<file path="config.mk">
export PLATFORM = sky130hd
export DESIGN_NAME = slurm16_memory_arbiter_flat
export DESIGN_NICKNAME = d
export VERILOG_FILES = /design/src/rtl/slurm16_memory_arbiter_if.sv /design/src/rtl/slurm16_memory_arbiter.sv /design/src/flat_wrapper.sv
export SDC_FILE = /design/constraint.sdc
export NUM_CORES = 1
export LEC_CHECK = 0
export BUFFER_PORTS_ARGS = -buffer_cell sky130_fd_sc_hd__buf_2
export CORE_MARGIN = 2
export CORE_UTILIZATION = 45
export CTS_CLUSTER_SIZE = 8
export DETAILED_ROUTE_END_ITERATION = 8
export PLACE_DENSITY_LB_ADDON = 0.08
export SETUP_SLACK_MARGIN = 0.4
export SYNTH_ARGS = -nofsm -noshare
export SYNTH_HDL_FRONTEND = slang
export SYNTH_SLANG_ARGS = --single-unit
export TNS_END_PERCENT = 5
</file>
<file path="constraint.sdc">
create_clock -name CLK -period 3 [get_ports CLK]
set_input_delay 0.45 -clock CLK [delete_from_list [all_inputs] [get_ports CLK]]
set_output_delay 0.45 -clock CLK [all_outputs]
set_load 0.02 [all_outputs]
</file>
<file path="src/rtl/slurm16_memory_arbiter_if.sv">
// slurm16_memory_arbiter_if: requester, response and SRAM port signals of the memory arbiter.
interface slurm16_memory_arbiter_if #(
    parameter int ADDRESS_BITS = 15
);
    logic                    instruction_request;
    logic [ADDRESS_BITS-1:0] instruction_address;
    logic                    instruction_valid;
    logic [15:0]             instruction_in;
    logic [ADDRESS_BITS-1:0] instruction_address_in;
    logic                    load_memory;
    logic                    store_memory;
    logic [ADDRESS_BITS-1:0] load_store_address;
    logic [15:0]             memory_out;
    logic [1:0]              memory_mask;
    logic                    memory_request_successful;
    logic [15:0]             memory_in;
    logic                    dma_request;
    logic                    dma_write;
    logic [ADDRESS_BITS-1:0] dma_address;
    logic [15:0]             dma_wr_data;
    logic                    dma_ack;
    logic                    dma_rd_valid;
    logic [15:0]             dma_rd_data;
    logic [ADDRESS_BITS-1:0] mem_address;
    logic [15:0]             mem_wr_data;
    logic [1:0]              mem_wr_mask;
    logic                    mem_rd;
    logic                    mem_wr;
    logic [15:0]             mem_rd_data;

    modport slave (
        input  instruction_request, instruction_address, load_memory, store_memory,
               load_store_address, memory_out, memory_mask, dma_request, dma_write,
               dma_address, dma_wr_data, mem_rd_data,
        output instruction_valid, instruction_in, instruction_address_in,
               memory_request_successful, memory_in, dma_ack, dma_rd_valid, dma_rd_data,
               mem_address, mem_wr_data, mem_wr_mask, mem_rd, mem_wr
    );

    modport master (
        output instruction_request, instruction_address, load_memory, store_memory,
               load_store_address, memory_out, memory_mask, dma_request, dma_write,
               dma_address, dma_wr_data, mem_rd_data,
        input  instruction_valid, instruction_in, instruction_address_in,
               memory_request_successful, memory_in, dma_ack, dma_rd_valid, dma_rd_data,
               mem_address, mem_wr_data, mem_wr_mask, mem_rd, mem_wr
    );
endinterface

</file>
<file path="src/rtl/slurm16_memory_arbiter.sv">
// slurm16_memory_arbiter: shares one single-cycle SRAM port between fetch, load/store and DMA.
module slurm16_memory_arbiter #(
    parameter int ADDRESS_BITS   = 15,
    parameter int DMA_BURST_MAX  = 8,
    parameter int DMA_STARVE_MAX = 4
) (
    input logic                     CLK,
    input logic                     RSTb,
    slurm16_memory_arbiter_if.slave bus
);
    localparam int BW = $clog2(DMA_BURST_MAX + 1);
    localparam int SW = $clog2(DMA_STARVE_MAX + 1);

    typedef enum logic {ARB_CPU, ARB_DMA} state_t;
    typedef enum logic [1:0] {RSP_NONE, RSP_FETCH, RSP_DATA, RSP_DMA} rsp_t;

    state_t                  state_q, state_d;
    rsp_t                    rsp_q, rsp_d;
    logic [BW-1:0]           burst_q, burst_d, beat;
    logic [SW-1:0]           starve_q, starve_d;
    logic [ADDRESS_BITS-1:0] iaddr_q, iaddr_d, addr;
    logic                    data_req, g_burst, g_data, g_starve, g_fetch, g_dma, d_wr, dma_wr;

    assign data_req = bus.load_memory || bus.store_memory;
    assign g_burst  = state_q == ARB_DMA && bus.dma_request;
    assign g_data   = !g_burst && data_req;
    assign g_starve = !g_burst && !data_req && bus.dma_request && starve_q == SW'(DMA_STARVE_MAX);
    assign g_fetch  = !g_burst && !data_req && !g_starve && bus.instruction_request;
    assign g_dma    = g_burst || g_starve || (!data_req && !bus.instruction_request && bus.dma_request);
    assign d_wr     = g_data && bus.store_memory;
    assign dma_wr   = g_dma && bus.dma_write;

    // beat is the burst length including the beat granted this cycle
    assign beat     = state_q == ARB_DMA ? burst_q + BW'(1) : BW'(1);
    assign state_d  = (g_dma && beat < BW'(DMA_BURST_MAX)) ? ARB_DMA : ARB_CPU;
    assign burst_d  = state_d == ARB_DMA ? beat : '0;
    assign starve_d = (bus.dma_request && !g_dma)
                      ? (starve_q == SW'(DMA_STARVE_MAX) ? starve_q : starve_q + SW'(1)) : '0;
    assign rsp_d    = g_fetch ? RSP_FETCH : (g_data && !bus.store_memory) ? RSP_DATA
                      : (g_dma && !bus.dma_write) ? RSP_DMA : RSP_NONE;
    assign iaddr_d  = g_fetch ? bus.instruction_address : iaddr_q;
    assign addr     = g_data ? bus.load_store_address : g_dma ? bus.dma_address : bus.instruction_address;

    assign bus.mem_address               = addr;
    assign bus.mem_wr_data               = g_dma ? bus.dma_wr_data : bus.memory_out;
    assign bus.mem_wr_mask               = d_wr ? bus.memory_mask : dma_wr ? 2'b11 : 2'b00;
    assign bus.mem_wr                    = d_wr || dma_wr;
    assign bus.mem_rd                    = g_fetch || (g_data && !bus.store_memory) || (g_dma && !bus.dma_write);
    assign bus.memory_request_successful = g_data;
    assign bus.dma_ack                   = g_dma;
    assign bus.instruction_valid         = rsp_q == RSP_FETCH;
    assign bus.dma_rd_valid              = rsp_q == RSP_DMA;
    assign bus.instruction_in            = rsp_q == RSP_FETCH ? bus.mem_rd_data : 16'h0;
    assign bus.memory_in                 = rsp_q == RSP_DATA ? bus.mem_rd_data : 16'h0;
    assign bus.dma_rd_data               = rsp_q == RSP_DMA ? bus.mem_rd_data : 16'h0;
    assign bus.instruction_address_in    = iaddr_q;

    always_ff @(posedge CLK) begin
        if (!RSTb) begin
            state_q  <= ARB_CPU;
            burst_q  <= '0;
            starve_q <= '0;
            rsp_q    <= RSP_NONE;
            iaddr_q  <= '0;
        end else begin
            state_q  <= state_d;
            burst_q  <= burst_d;
            starve_q <= starve_d;
            rsp_q    <= rsp_d;
            iaddr_q  <= iaddr_d;
        end
    end
endmodule
</file>
<file path="src/flat_wrapper.sv">
// flat-port wrapper written by rule: the top's interface ports become plain ports
module slurm16_memory_arbiter_flat 
#(
    parameter int ADDRESS_BITS   = 15,
    parameter int DMA_BURST_MAX  = 8,
    parameter int DMA_STARVE_MAX = 4
)
  (CLK, RSTb, bus_instruction_request, bus_instruction_address, bus_load_memory, bus_store_memory, bus_load_store_address, bus_memory_out, bus_memory_mask, bus_dma_request, bus_dma_write, bus_dma_address, bus_dma_wr_data, bus_mem_rd_data, bus_instruction_valid, bus_instruction_in, bus_instruction_address_in, bus_memory_request_successful, bus_memory_in, bus_dma_ack, bus_dma_rd_valid, bus_dma_rd_data, bus_mem_address, bus_mem_wr_data, bus_mem_wr_mask, bus_mem_rd, bus_mem_wr);
  slurm16_memory_arbiter_if #(.ADDRESS_BITS(ADDRESS_BITS)) bus_i ();
  input logic CLK;
  input logic RSTb;
  input wire logic [$bits(bus_i.instruction_request)-1:0] bus_instruction_request;
  input wire logic [$bits(bus_i.instruction_address)-1:0] bus_instruction_address;
  input wire logic [$bits(bus_i.load_memory)-1:0] bus_load_memory;
  input wire logic [$bits(bus_i.store_memory)-1:0] bus_store_memory;
  input wire logic [$bits(bus_i.load_store_address)-1:0] bus_load_store_address;
  input wire logic [$bits(bus_i.memory_out)-1:0] bus_memory_out;
  input wire logic [$bits(bus_i.memory_mask)-1:0] bus_memory_mask;
  input wire logic [$bits(bus_i.dma_request)-1:0] bus_dma_request;
  input wire logic [$bits(bus_i.dma_write)-1:0] bus_dma_write;
  input wire logic [$bits(bus_i.dma_address)-1:0] bus_dma_address;
  input wire logic [$bits(bus_i.dma_wr_data)-1:0] bus_dma_wr_data;
  input wire logic [$bits(bus_i.mem_rd_data)-1:0] bus_mem_rd_data;
  output wire logic [$bits(bus_i.instruction_valid)-1:0] bus_instruction_valid;
  output wire logic [$bits(bus_i.instruction_in)-1:0] bus_instruction_in;
  output wire logic [$bits(bus_i.instruction_address_in)-1:0] bus_instruction_address_in;
  output wire logic [$bits(bus_i.memory_request_successful)-1:0] bus_memory_request_successful;
  output wire logic [$bits(bus_i.memory_in)-1:0] bus_memory_in;
  output wire logic [$bits(bus_i.dma_ack)-1:0] bus_dma_ack;
  output wire logic [$bits(bus_i.dma_rd_valid)-1:0] bus_dma_rd_valid;
  output wire logic [$bits(bus_i.dma_rd_data)-1:0] bus_dma_rd_data;
  output wire logic [$bits(bus_i.mem_address)-1:0] bus_mem_address;
  output wire logic [$bits(bus_i.mem_wr_data)-1:0] bus_mem_wr_data;
  output wire logic [$bits(bus_i.mem_wr_mask)-1:0] bus_mem_wr_mask;
  output wire logic [$bits(bus_i.mem_rd)-1:0] bus_mem_rd;
  output wire logic [$bits(bus_i.mem_wr)-1:0] bus_mem_wr;
  assign bus_i.instruction_request = bus_instruction_request;
  assign bus_i.instruction_address = bus_instruction_address;
  assign bus_i.load_memory = bus_load_memory;
  assign bus_i.store_memory = bus_store_memory;
  assign bus_i.load_store_address = bus_load_store_address;
  assign bus_i.memory_out = bus_memory_out;
  assign bus_i.memory_mask = bus_memory_mask;
  assign bus_i.dma_request = bus_dma_request;
  assign bus_i.dma_write = bus_dma_write;
  assign bus_i.dma_address = bus_dma_address;
  assign bus_i.dma_wr_data = bus_dma_wr_data;
  assign bus_i.mem_rd_data = bus_mem_rd_data;
  assign bus_instruction_valid = bus_i.instruction_valid;
  assign bus_instruction_in = bus_i.instruction_in;
  assign bus_instruction_address_in = bus_i.instruction_address_in;
  assign bus_memory_request_successful = bus_i.memory_request_successful;
  assign bus_memory_in = bus_i.memory_in;
  assign bus_dma_ack = bus_i.dma_ack;
  assign bus_dma_rd_valid = bus_i.dma_rd_valid;
  assign bus_dma_rd_data = bus_i.dma_rd_data;
  assign bus_mem_address = bus_i.mem_address;
  assign bus_mem_wr_data = bus_i.mem_wr_data;
  assign bus_mem_wr_mask = bus_i.mem_wr_mask;
  assign bus_mem_rd = bus_i.mem_rd;
  assign bus_mem_wr = bus_i.mem_wr;
  slurm16_memory_arbiter #(.ADDRESS_BITS(ADDRESS_BITS), .DMA_BURST_MAX(DMA_BURST_MAX), .DMA_STARVE_MAX(DMA_STARVE_MAX)) u_core (.CLK(CLK), .RSTb(RSTb), .bus(bus_i));
endmodule
</file>
==> reports/summary.log, run 1 <==
qor: pwr.power.ir.vdd_worst 0.000245 V
qor: synthesis.synthXorXnorAreaFrac 0.939%
qor: placed_design.buffer_ports.inserted 203
qor: setup_path.worst_path_dominant_cell_family compound AO/OA/AOI/OAI gates
qor: timing.rsz0062_at_grt yes
qor: timing.minimum_setup_slack_in_the_final_design 0.414 ns
qor: setup_path.max_stage_delay 0.36 ns
qor: setup_path.crit_path_max_fanout 7
qor: timing.fin_hold_ws 0.451 ns
qor: global_routing.grt_antenna_before_repair 0
qor: cts.cts.path.max_buffers 2
qor: synthesis.syn_nets 499
qor: floorplanning.top_level_ports 204
qor: timing.report.final.hold_viol_count 0
qor: setup_path.cpMaxStageDelayCell dfxtp_2
qor: synthesis.main_combinational_cell_family_by_area_after_synthesis simple AND/OR/NAND/NOR gates
qor: timing.fin_worst_skew 0.00191 ns
qor: setup_path.cp.buffers_inverters 3
qor: routing.drt_first_iter_violations 112
qor: pwr.finalPower 1.08 mW
qor: setup_path.timing.critical_path.cells inv_1, ha_4, a21boi_4, buf_6, mux2_2, a221oi_2, buf_4
qor: final_layout.insertedDiodeCount 0
qor: synthesis.synth-simple-area-share 35.5%
qor: synthesis.mappedNetlistArea 0.00280 mm²
qor: floorplanning.floorplan.initialDensity 47.0%
qor: synthesis.yosysSeqAreaShare 17.9%
qor: cts.numClockSinks 25
qor: cts.h-tree-depth 1
qor: synthesis.synth.top_cells.by_area dfxtp_1 (18%), mux2i_1 (11%), nand2_1 (9.0%)
qor: pwr.leakage_dissipation 2.21 nW
qor: routing.detail_route.wl_per_cell 14.5 µm
qor: min_path.hold_path.class in -> reg
qor: cts.clk_root_buffer_cell clkbuf_8
qor: timing.final_min_period_over_clock_period 86.2%
qor: synthesis.synth.top_cell.area_share 17.9%
qor: routing.drc 0
qor: setup_path.cp-end-kind output port
qor: synthesis.yosysUniqueCellTypes 39
qor: cts.postCtsHoldBufs 0
qor: placed_design.placedInstanceArea 0.00381 mm²
qor: synthesis.synthAdderAreaFrac 1.34%
qor: floorplanning.rows 28
qor: final_layout.final_layout_size_suffix_gt1_share 45.0%
qor: routing.detailedRoute.firstPassIterationCount 4
qor: timing.slew_headroom 46.9%
qor: cts.clkLatencyLatePin 0.26 ns
qor: setup_path.worst-endpoint-required 2.55 ns
qor: job.cap_viol_max_count 0
qor: global_routing.pin_count_of_the_biggest_net_entering_global_routing 44
qor: final_layout.fin_util 68.5%
qor: synthesis.postSynth.asyncResetShare 0%
qor: final_layout.n_fill_cell 554
qor: floorplanning.core_region_area 0.00596 mm²
qor: synthesis.synthDominantAreaCellType dfxtp_1
qor: global_routing.global_route.overflow_total 0
qor: placed_design.hpwl 6.98 mm
qor: setup_path.startpoint_class flip-flop
qor: setup_path.critPathKind reg -> out
qor: synthesis.multiplexer_share_of_the_synthesized_area 17.1%
qor: cts.number_of_buffers_created_by_cts 3
qor: cts.clkTransAtPathRegs 0.09 ns
qor: routing.drt.antenna.violating_nets 0
qor: routing.via_per_inst 5.32
qor: final_layout.layout-area-overhead-vs-synth 45.8%
qor: placed_design.placedCellCount 644
qor: floorplanning.die_height 82.9 µm
qor: final_layout.summed_area_of_non_filler_cells_in_the_final_layout 0.00408 mm²
qor: final_layout.mostFrequentLayoutCell buf_2
qor: status.status completed
qor: timing.slew_at_the_pin_closest_to_its_max_slew_limit 0.795 ns
qor: synthesis.synth-main-ff-cell dfxtp_1
qor: global_routing.grt_pass1_vias 3064
qor: placed_design.pre_cts_slack 0.568 ns
qor: final_layout.finish.net_count 684
qor: cts.clock_tree_from_tritoncts yes
qor: placed_design.globalplace.congestion 0.818
qor: synthesis.post_synth.cell_area_avg 7.10 µm²
qor: routing.detailed_route_via_count 3472
qor: global_routing.wire_length_of_the_first_global_routing_pass 14.9 mm
qor: timing.finalMaxSlewViolations 0
qor: synthesis.synth_compound_area_share 20.3%
qor: final_layout.mostFrequentLayoutCells buf_2 (191), nand2_1 (67), and2_1 (33)
qor: synthesis.synthesis.yosys.warnings 0
qor: timing.totalNegativeSetupSlack 0 ns
qor: synthesis.yosys_register_bits 25
qor: timing.setup-violations-final 0
qor: setup_path.cp_data_arrival_time 2.14 ns
qor: floorplanning.die_w 82.9 µm
qor: synthesis.number_of_synthesized_flops_with_an_enable_pin 0
qor: synthesis.post_synth_inst_count 394
qor: routing.route.final.wire_length 9.49 mm
qor: floorplanning.die_area 0.00686 mm²
qor: global_routing.grt_use_total 25.2%
qor: timing.max_freq 387 MHz
qor: timing.finalCriticalPeriod 2.59 ns
qor: final_layout.stdcell_count 653
qor: pwr.power.density_cell_area 265 mW/mm²
==> kinds of logic (layout without fill, tap and decap cells) <==
family	count (synthesis)	count (layout)
fa+ha+maj	3	3
simple gates	199	199
flops	25	25
buf+inv	41	225
mux	46	46
other cells	1	1
xor+xnor	3	3
compound gates	76	76
==> worst min-delay path, cell delays in order <==
cell	delay, ns
buf_2	0.11
nand2_1	0.05
mux2i_1	0.05
==> path summary, 6_finish.rpt <==
kind                                         start  slack (ns)  depth (start not counted)                                    end
min                     bus_instruction_address[9]        0.45                          3   u_core.bus.instruction_address_in[9]
min reg2reg  u_core.bus.instruction_address_in[12]        0.46                          2  u_core.bus.instruction_address_in[12]
max reg2reg                     u_core.starve_q[0]        1.26                          7                         u_core.state_q
max                             u_core.starve_q[0]        0.41                          7                    bus_mem_address[14]
==> registers in the layout (all words and copies together), names as in the netlist <==
| register | flops |
|---|---|
| u_core.bus.instruction_address_in | 15 |
| u_core.burst_q | 4 |
| u_core.starve_q | 3 |
| u_core.rsp_q | 2 |
| u_core.state_q | 1 |
==> synth_stat cells (2+ instances only) <==
cell type,number
or4_1,2
o211ai_1,16
a21oi_1,2
o21ai_0,21
a22o_1,15
dfxtp_1,25
clkbuf_1,24
nand3b_1,2
buf_2,8
xnor2_1,3
nor2b_1,33
mux2_2,15
nor2_1,32
and2_1,33
buf_6,3
inv_1,3
mux2i_1,31
nand3_1,4
and3_1,16
nor3_1,6
nand2_1,67
a221oi_1,14
ha_1,3
==> timing repair <==
action,in CTS,in global routing
resized for setup,10,30
gates cloned,2,0
endpoints found under the hold margin,0,0
pin swaps,1,7
buffers inserted,3,0
endpoints found under the setup margin,29,66
==> where the power goes <==
group / internal (mW) / total [mW] / switching, mW
Sequential: 0.342 / 0.354 / 0.0119
Clock: 0.0948 / 0.200 / 0.105
Combinational: 0.233 / 0.526 / 0.293
Total: 0.670 / 1.08 / 0.410
==> final cells by class <==
cell class	instances	area (µm²)	share of cell area, %
tap	75	93.8	2.30
timing repair buffer	217	1190	29.3
sequential	25	507	12.4
multi-input combinational	328	2220	54.5
inverter	4	15.0	0.368
clock buffer	4	45.0	1.10
==> metal layers <==
| metal | global-route usage [%] | up-vias | part of all wire (%) | wire (µm) |
|---|---|---|---|---|
| met5 | 0 | - | 0 | 0 |
| met4 | 4.32 | 0 | 0.71 | 67 |
| met3 | 4.17 | 6 | 7.3 | 696 |
| met2 | 44.4 | 141 | 50 | 4770 |
| met1 | 32.7 | 1585 | 42 | 3950 |
| li1 | - | 1740 | - | - |
No activity file was read; power rests on OpenSTA's default activity.
==> inputs of run 2 (changes only) <==
--- a/config.mk
+++ b/config.mk
@@ -6,8 +6,10 @@
 export NUM_CORES = 1
 export LEC_CHECK = 0
 export BUFFER_PORTS_ARGS = -buffer_cell sky130_fd_sc_hd__buf_2
+export CELL_PAD_IN_SITES_DETAIL_PLACEMENT = 1
+export CELL_PAD_IN_SITES_GLOBAL_PLACEMENT = 1
 export CORE_MARGIN = 2
-export CORE_UTILIZATION = 45
+export CORE_UTILIZATION = 29
 export CTS_CLUSTER_SIZE = 8
 export DETAILED_ROUTE_END_ITERATION = 8
 export PLACE_DENSITY_LB_ADDON = 0.08
==> run 2 against run 1 <==
Against the previous run:
- clock power hardly changed
- register-to-register slack better by 0.07 ns
- cell area is 0.71% lower
- first-iteration DRC count fell by 21%
- sequential cell count unchanged
- largest cell class unchanged
- highest routed layer unchanged
- worst hold slack about the same
- non-clock buffer count is the same
- sequential power about the same
==> reports/summary.log, run 2 (same netlist as run 1, synthesis figures left out) <==
qor: timing.final_min_period_over_clock_period 87.2%
qor: floorplanning.core_region_area 0.00928 mm²
qor: timing.report.final.hold_viol_count 0
qor: final_layout.largest_register_ffs 15
qor: min_path.start_point_of_the_worst_min_delay_path bus_instruction_address[11]
qor: cts.clkTransAtPathRegs 0.09 ns
qor: setup_path.timing.reg2reg.setup_slack 1.33 ns
qor: final_layout.final_layout_size_suffix_gt1_share 43.1%
qor: setup_path.worst-endpoint-required 2.55 ns
qor: cts.numClockSinks 25
qor: global_routing.grt_antenna_before_repair 0
qor: floorplanning.top_level_ports 204
qor: setup_path.worstReg2RegStart u_core.starve_q[0]
qor: timing.totalNegativeSetupSlack 0 ns
qor: final_layout.finish.net_count 684
qor: routing.drc 0
qor: timing.minimum_setup_slack_in_the_final_design 0.384 ns
qor: setup_path.timing.rr.end u_core.state_q
qor: final_layout.insertedDiodeCount 0
qor: timing.slew_headroom 40.0%
qor: final_layout.summed_area_of_non_filler_cells_in_the_final_layout 0.00405 mm²
qor: cts.h-tree-depth 1
qor: final_layout.layout-area-overhead-vs-synth 44.8%
qor: final_layout.mostFrequentLayoutCells buf_2 (201), nand2_1 (67), and2_1 (33)
qor: cts.clkLatencyLatePin 0.27 ns
qor: min_path.worst_hold_path_depth 3
qor: job.cap_viol_max_count 0
qor: placed_design.placedInstanceArea 0.00391 mm²
qor: pwr.power.ir.vdd_worst 0.000147 V
qor: cts.cts.path.max_buffers 2
qor: global_routing.global_route.overflow_total 0
qor: final_layout.n_fill_cell 1254
qor: routing.detail_route.wl_per_cell 15.7 µm
qor: routing.via_per_inst 4.93
qor: placed_design.pre_cts_slack 0.300 ns
qor: timing.fin_worst_skew 0.00633 ns
qor: timing.max_freq 382 MHz
qor: routing.drt_first_iter_violations 88
qor: final_layout.stdcell_count 707
qor: placed_design.placedCellCount 700
qor: min_path.holdPathEnd u_core.bus.instruction_address_in[11]
qor: setup_path.startpoint_class flip-flop
qor: timing.slew_at_the_pin_closest_to_its_max_slew_limit 0.898 ns
qor: global_routing.grt_pass1_vias 3431
qor: setup_path.critPathKind reg -> out
qor: setup_path.crit_path_max_fanout 12
qor: timing.finalCriticalPeriod 2.62 ns
qor: floorplanning.die_w 102 µm
qor: placed_design.hpwl 8.79 mm
qor: global_routing.wire_length_of_the_first_global_routing_pass 17.1 mm
qor: cts.clock_tree_from_tritoncts yes
qor: placed_design.globalplace.congestion 0.855
qor: routing.detailed_route_via_count 3485
qor: cts.number_of_buffers_created_by_cts 3
qor: global_routing.pin_count_of_the_biggest_net_entering_global_routing 55
qor: floorplanning.floorplan.initialDensity 30.1%
qor: cts.clk_root_buffer_cell clkbuf_8
qor: routing.route.final.wire_length 11.1 mm
qor: timing.rsz0062_at_grt yes
qor: floorplanning.die_height 102 µm
qor: routing.detailedRoute.firstPassIterationCount 4
qor: pwr.finalPower 1.06 mW
qor: routing.drt.antenna.violating_nets 0
qor: setup_path.timing.reg2reg.worst_path_depth 7
qor: pwr.power.density_cell_area 263 mW/mm²
qor: placed_design.buffer_ports.inserted 203
qor: setup_path.cp-end-kind output port
qor: timing.finalMaxSlewViolations 0
qor: pwr.leakage_dissipation 2.17 nW
qor: status.status completed
qor: floorplanning.rows 35
qor: timing.setup-violations-final 0
qor: final_layout.mostFrequentLayoutCell buf_2
qor: global_routing.grt_use_total 20.3%
qor: setup_path.cp_data_arrival_time 2.17 ns
qor: floorplanning.die_area 0.0104 mm²
qor: min_path.hold_path.class in -> reg
run 2: worst max path at each step:
stage	start	end	slack [ns]	cells after the start
6_report	u_core.starve_q[0]	bus_mem_address[1]	0.38	7
3_3_place_gp	bus_store_memory	bus_mem_wr_mask[1]	0.33	5
3_5_place_dp	bus_store_memory	bus_mem_wr_mask[1]	0.30	5
5_1_grt	u_core.rsp_q[0]	bus_instruction_in[9]	0.23	3
2_1_floorplan	u_core.starve_q[0]	bus_mem_address[11]	0.39	6
4_1_cts	u_core.starve_q[0]	bus_mem_wr_mask[1]	0.38	8
run 2: layout make-up:
class | count | area [µm²] | share of cell area [%]
multi-input cells | 328 | 2140 | 52.8
repair buffers | 217 | 1180 | 29.2
flip-flops and latches | 25 | 504 | 12.4
well taps | 129 | 161 | 3.98
clock buffers | 3 | 41.3 | 1.02
inverters | 4 | 15.0 | 0.371
clock inverters | 1 | 5.00 | 0.124
run 2: routing by layer:
layer	GRT usage, %	vias to the layer above	routed length (µm)
met1	25.4	1647	4740
li1	-	1740	-
met4	1.95	0	46
met3	3.15	6	542
met2	38.0	92	5780
met5	0	-	0
run 2: what timing repair did:
item / CTS / global route
hold buffers: 0 / 0
gates resized for setup: 11 / 2
setup buffers: 2 / 0
gates cloned: 1 / 0
pin swaps: 1 / 0
endpoints found under the setup margin: 36 / 69
run 2: worst max-delay path, cell delays in order (launching register included):
cell and delay (ns):
dfxtp_2 0.34, inv_1 0.05, ha_2 0.21, a21boi_4 0.21, buf_12 0.17, mux2_2 0.34
a221oi_1 0.34, buf_2 0.23
run 2: per-stage QoR:
stage / hold slack [ns] / utilization, %
3_3_place_gp: 0.444 / 42.1
5_1_grt: 0.458 / 43.6
2_1_floorplan: 0.506 / -
4_1_cts: 0.443 / 43.5
6_report: 0.451 / 43.6
3_5_place_dp: 0.448 / 42.1
run 2: power by group:
part           internal [mW]  switching, mW
combinational          0.218          0.290
sequential             0.343         0.0119
clock                 0.0930          0.108
==> inputs of run 3 (changes only) <==
--- a/config.mk
+++ b/config.mk
@@ -5,12 +5,12 @@
 export SDC_FILE = /design/constraint.sdc
 export NUM_CORES = 1
 export LEC_CHECK = 0
+export ABC_AREA = 1
 export BUFFER_PORTS_ARGS = -buffer_cell sky130_fd_sc_hd__buf_2
 export CELL_PAD_IN_SITES_DETAIL_PLACEMENT = 1
 export CELL_PAD_IN_SITES_GLOBAL_PLACEMENT = 1
 export CORE_MARGIN = 2
-export CORE_UTILIZATION = 29
-export CTS_CLUSTER_SIZE = 8
+export CORE_UTILIZATION = 23
 export DETAILED_ROUTE_END_ITERATION = 8
 export PLACE_DENSITY_LB_ADDON = 0.08
 export SETUP_SLACK_MARGIN = 0.4
==> run 3 against run 2 <==
Against the previous run:
- cell area is 21% lower
- combinational power down 27%
- final cell count is 1.7% lower
- clock power grew 3%
- synthesized cell count decreased by 1.0%
- utilization is 6.8 points lower
- worst setup slack better by 0.18 ns
- critical endpoint is now bus_mem_rd
==> reports/summary.log, run 3 <==
qor: pwr.power.ir.vdd_worst 0.000161 V
qor: cts.cts.path.max_buffers 2
qor: final_layout.final_layout_size_suffix_gt1_share 37.9%
qor: floorplanning.rows 34
qor: synthesis.yosys.cell_count.top_type nand2_1
qor: min_path.hold_path.class in -> reg
qor: floorplanning.top_level_ports 204
qor: timing.finalMaxSlewViolations 0
qor: routing.detailedRoute.firstPassIterationCount 4
qor: setup_path.cp.buffers_inverters 2
qor: setup_path.startpoint_class flip-flop
qor: routing.drc 0
qor: placed_design.hpwl 7.24 mm
qor: synthesis.post_synth.cell_area_avg 5.31 µm²
qor: cts.numClockSinks 25
qor: final_layout.stdcell_count 695
qor: setup_path.crit_path_max_fanout 17
qor: cts.clock_tree_from_tritoncts yes
qor: routing.via_per_inst 4.26
qor: cts.postCtsHoldBufs 0
qor: global_routing.grt_use_total 17.7%
qor: synthesis.yosysUniqueCellTypes 25
qor: routing.drt.antenna.violating_nets 0
qor: routing.detailed_route_via_count 2963
qor: pwr.finalPower 0.933 mW
qor: synthesis.synth.top_cell.area_share 25.6%
qor: synthesis.synthDominantAreaCellType nand2_1
qor: floorplanning.die_area 0.00977 mm²
qor: floorplanning.die_w 98.9 µm
qor: timing.totalNegativeSetupSlack 0 ns
qor: routing.drt_first_iter_violations 55
qor: pwr.power.density_cell_area 290 mW/mm²
qor: pwr.leakage_dissipation 2.17 nW
qor: setup_path.crit_path_frequent_cell nand2_1
qor: floorplanning.die_height 98.9 µm
qor: global_routing.global_route.overflow_total 0
qor: synthesis.syn_nets 495
qor: setup_path.max_stage_delay 0.47 ns
qor: cts.clkTransAtPathRegs 0.10 ns
qor: cts.clkLatencyLatePin 0.27 ns
qor: timing.max_freq 411 MHz
qor: placed_design.placedInstanceArea 0.00314 mm²
qor: synthesis.postSynth.asyncResetShare 0%
qor: synthesis.synth.top_cells.by_area nand2_1 (26%), dfxtp_1 (24%), nor2_1 (16%)
qor: synthesis.post_synth_most_frequent_cells nand2_1 (141), nor2_1 (86), inv_1 (63), nand3_1 (34), dfxtp_1 (25)
qor: synthesis.yosys_register_bits 25
qor: timing.setup-violations-final 0
qor: cts.number_of_buffers_created_by_cts 3
qor: setup_path.critPathKind reg -> out
qor: setup_path.worst-endpoint-required 2.55 ns
qor: timing.slew_headroom 60.2%
qor: final_layout.mostFrequentLayoutCell buf_2
qor: routing.route.final.wire_length 9.00 mm
qor: status.status completed
qor: synthesis.synth-main-ff-cell dfxtp_1
qor: setup_path.timing.critical_path.cells nand2_1, o21ai_4, clkinv_1, nand2_1, nand3_1, buf_2
qor: placed_design.buffer_ports.inserted 203
qor: timing.report.final.hold_viol_count 0
qor: timing.slew_at_the_pin_closest_to_its_max_slew_limit 0.595 ns
qor: timing.final_min_period_over_clock_period 81.1%
qor: cts.h-tree-depth 1
qor: placed_design.globalplace.congestion 0.853
qor: final_layout.layout-area-overhead-vs-synth 55.4%
qor: cts.clk_root_buffer_cell clkbuf_8
qor: synthesis.synthesis.yosys.warnings 0
qor: final_layout.largest_register_ffs 15
qor: global_routing.grt_pass1_vias 2880
qor: floorplanning.core_region_area 0.00872 mm²
qor: timing.fin_worst_skew 0.0126 ns
qor: timing.rsz0062_at_grt yes
qor: setup_path.cp-end-kind output port
qor: global_routing.grt_antenna_before_repair 1
qor: timing.finalCriticalPeriod 2.43 ns
qor: final_layout.finish.net_count 692
qor: synthesis.post_synth_inst_count 390
qor: synthesis.mappedNetlistArea 0.00207 mm²
qor: setup_path.cpMaxStageDelayCell clkinv_1
qor: global_routing.pin_count_of_the_biggest_net_entering_global_routing 31
qor: setup_path.cp_data_arrival_time 1.98 ns
qor: floorplanning.floorplan.initialDensity 23.7%
qor: final_layout.mostFrequentLayoutCells buf_2 (203), nand2_1 (141), nor2_1 (85)
qor: routing.detail_route.wl_per_cell 12.9 µm
qor: setup_path.worst_path_dominant_cell_family buffers and inverters
qor: synthesis.number_of_synthesized_flops_with_an_enable_pin 0
qor: global_routing.wire_length_of_the_first_global_routing_pass 14.3 mm
qor: placed_design.placedCellCount 687
qor: final_layout.summed_area_of_non_filler_cells_in_the_final_layout 0.00322 mm²
qor: synthesis.yosysSeqAreaShare 24.2%
qor: job.cap_viol_max_count 0
run 3: timing repair:
action	4_1_cts	5_1_grt
pin swaps	1	1
setup buffers	0	2
cloned	1	0
endpoints found under the setup margin	19	35
resized for setup	0	1
run 3: final timing paths:
check                           slack, ns  cells past startpoint                                  from                                    to
worst max-delay path                 0.57                      6                        u_core.state_q                            bus_mem_rd
worst min-delay path                 0.48                      5            bus_instruction_address[1]  u_core.bus.instruction_address_in[1]
worst max register to register       1.34                      9                    u_core.starve_q[0]                    u_core.starve_q[0]
worst min register to register       0.49                      2  u_core.bus.instruction_address_in[9]  u_core.bus.instruction_address_in[9]
run 3: through the flow:
stage / hold WS, ns / worst slack (ns) / utilization, %
after floorplan: 0.502 / 1.04 / -
after global placement: 0.460 / 0.699 / 36.0
after detailed placement: 0.471 / 0.668 / 36.0
after CTS: 0.478 / 0.426 / 36.7
after global routing: 0.509 / 0.378 / 36.9
final: 0.481 / 0.566 / 36.9
run 3: worst reg2reg max path, delay by kind of cell (launching register included):
family	cells	cell delay, ns
simple gates	6	0.82
flops	1	0.34
buf+inv	2	0.26
fa+ha+maj	1	0.19
run 3: final cells by class:
class	count	area (µm²)
multi-input combinational	285	1240
timing repair buffer	207	1050
inverter	65	246
fill	1300	5500
clock inverter	1	5.00
clock buffer	3	41.3
tap	108	135
sequential	25	500
antenna	1	2.50
run 3: power breakdown:
part / switching, mW / leakage, nW / internal, mW / total [mW]
clock network: 0.114 / 0.0255 / 0.0930 / 0.207
registers: 0.00774 / 0.204 / 0.346 / 0.354
logic: 0.233 / 1.94 / 0.138 / 0.372
run 3: cell families (layout without fill, tap and decap cells):
| group | after synthesis | after routing | share of synthesized area [%] |
|---|---|---|---|
| AOI/OAI and AO/OA | 8 | 8 | 2.48 |
| and+or+nand+nor | 270 | 271 | 53.9 |
| other | 1 | 2 | 0.181 |
| adders and majority gates | 3 | 3 | 1.81 |
| DFF | 25 | 25 | 24.2 |
| buffers and inverters | 81 | 276 | 16.6 |
| xor gates and xnor gates | 2 | 2 | 0.847 |
run 3: per-layer routing:
layer	global-route usage (%)	part of all wire, %	routed length (µm)	vias up
met4	2.95	0.76	68	0
met5	0	0	0	-
met1	21.8	42	3760	1313
li1	-	-	-	1536
met2	32.1	50	4460	110
met3	3.33	7.9	708	4
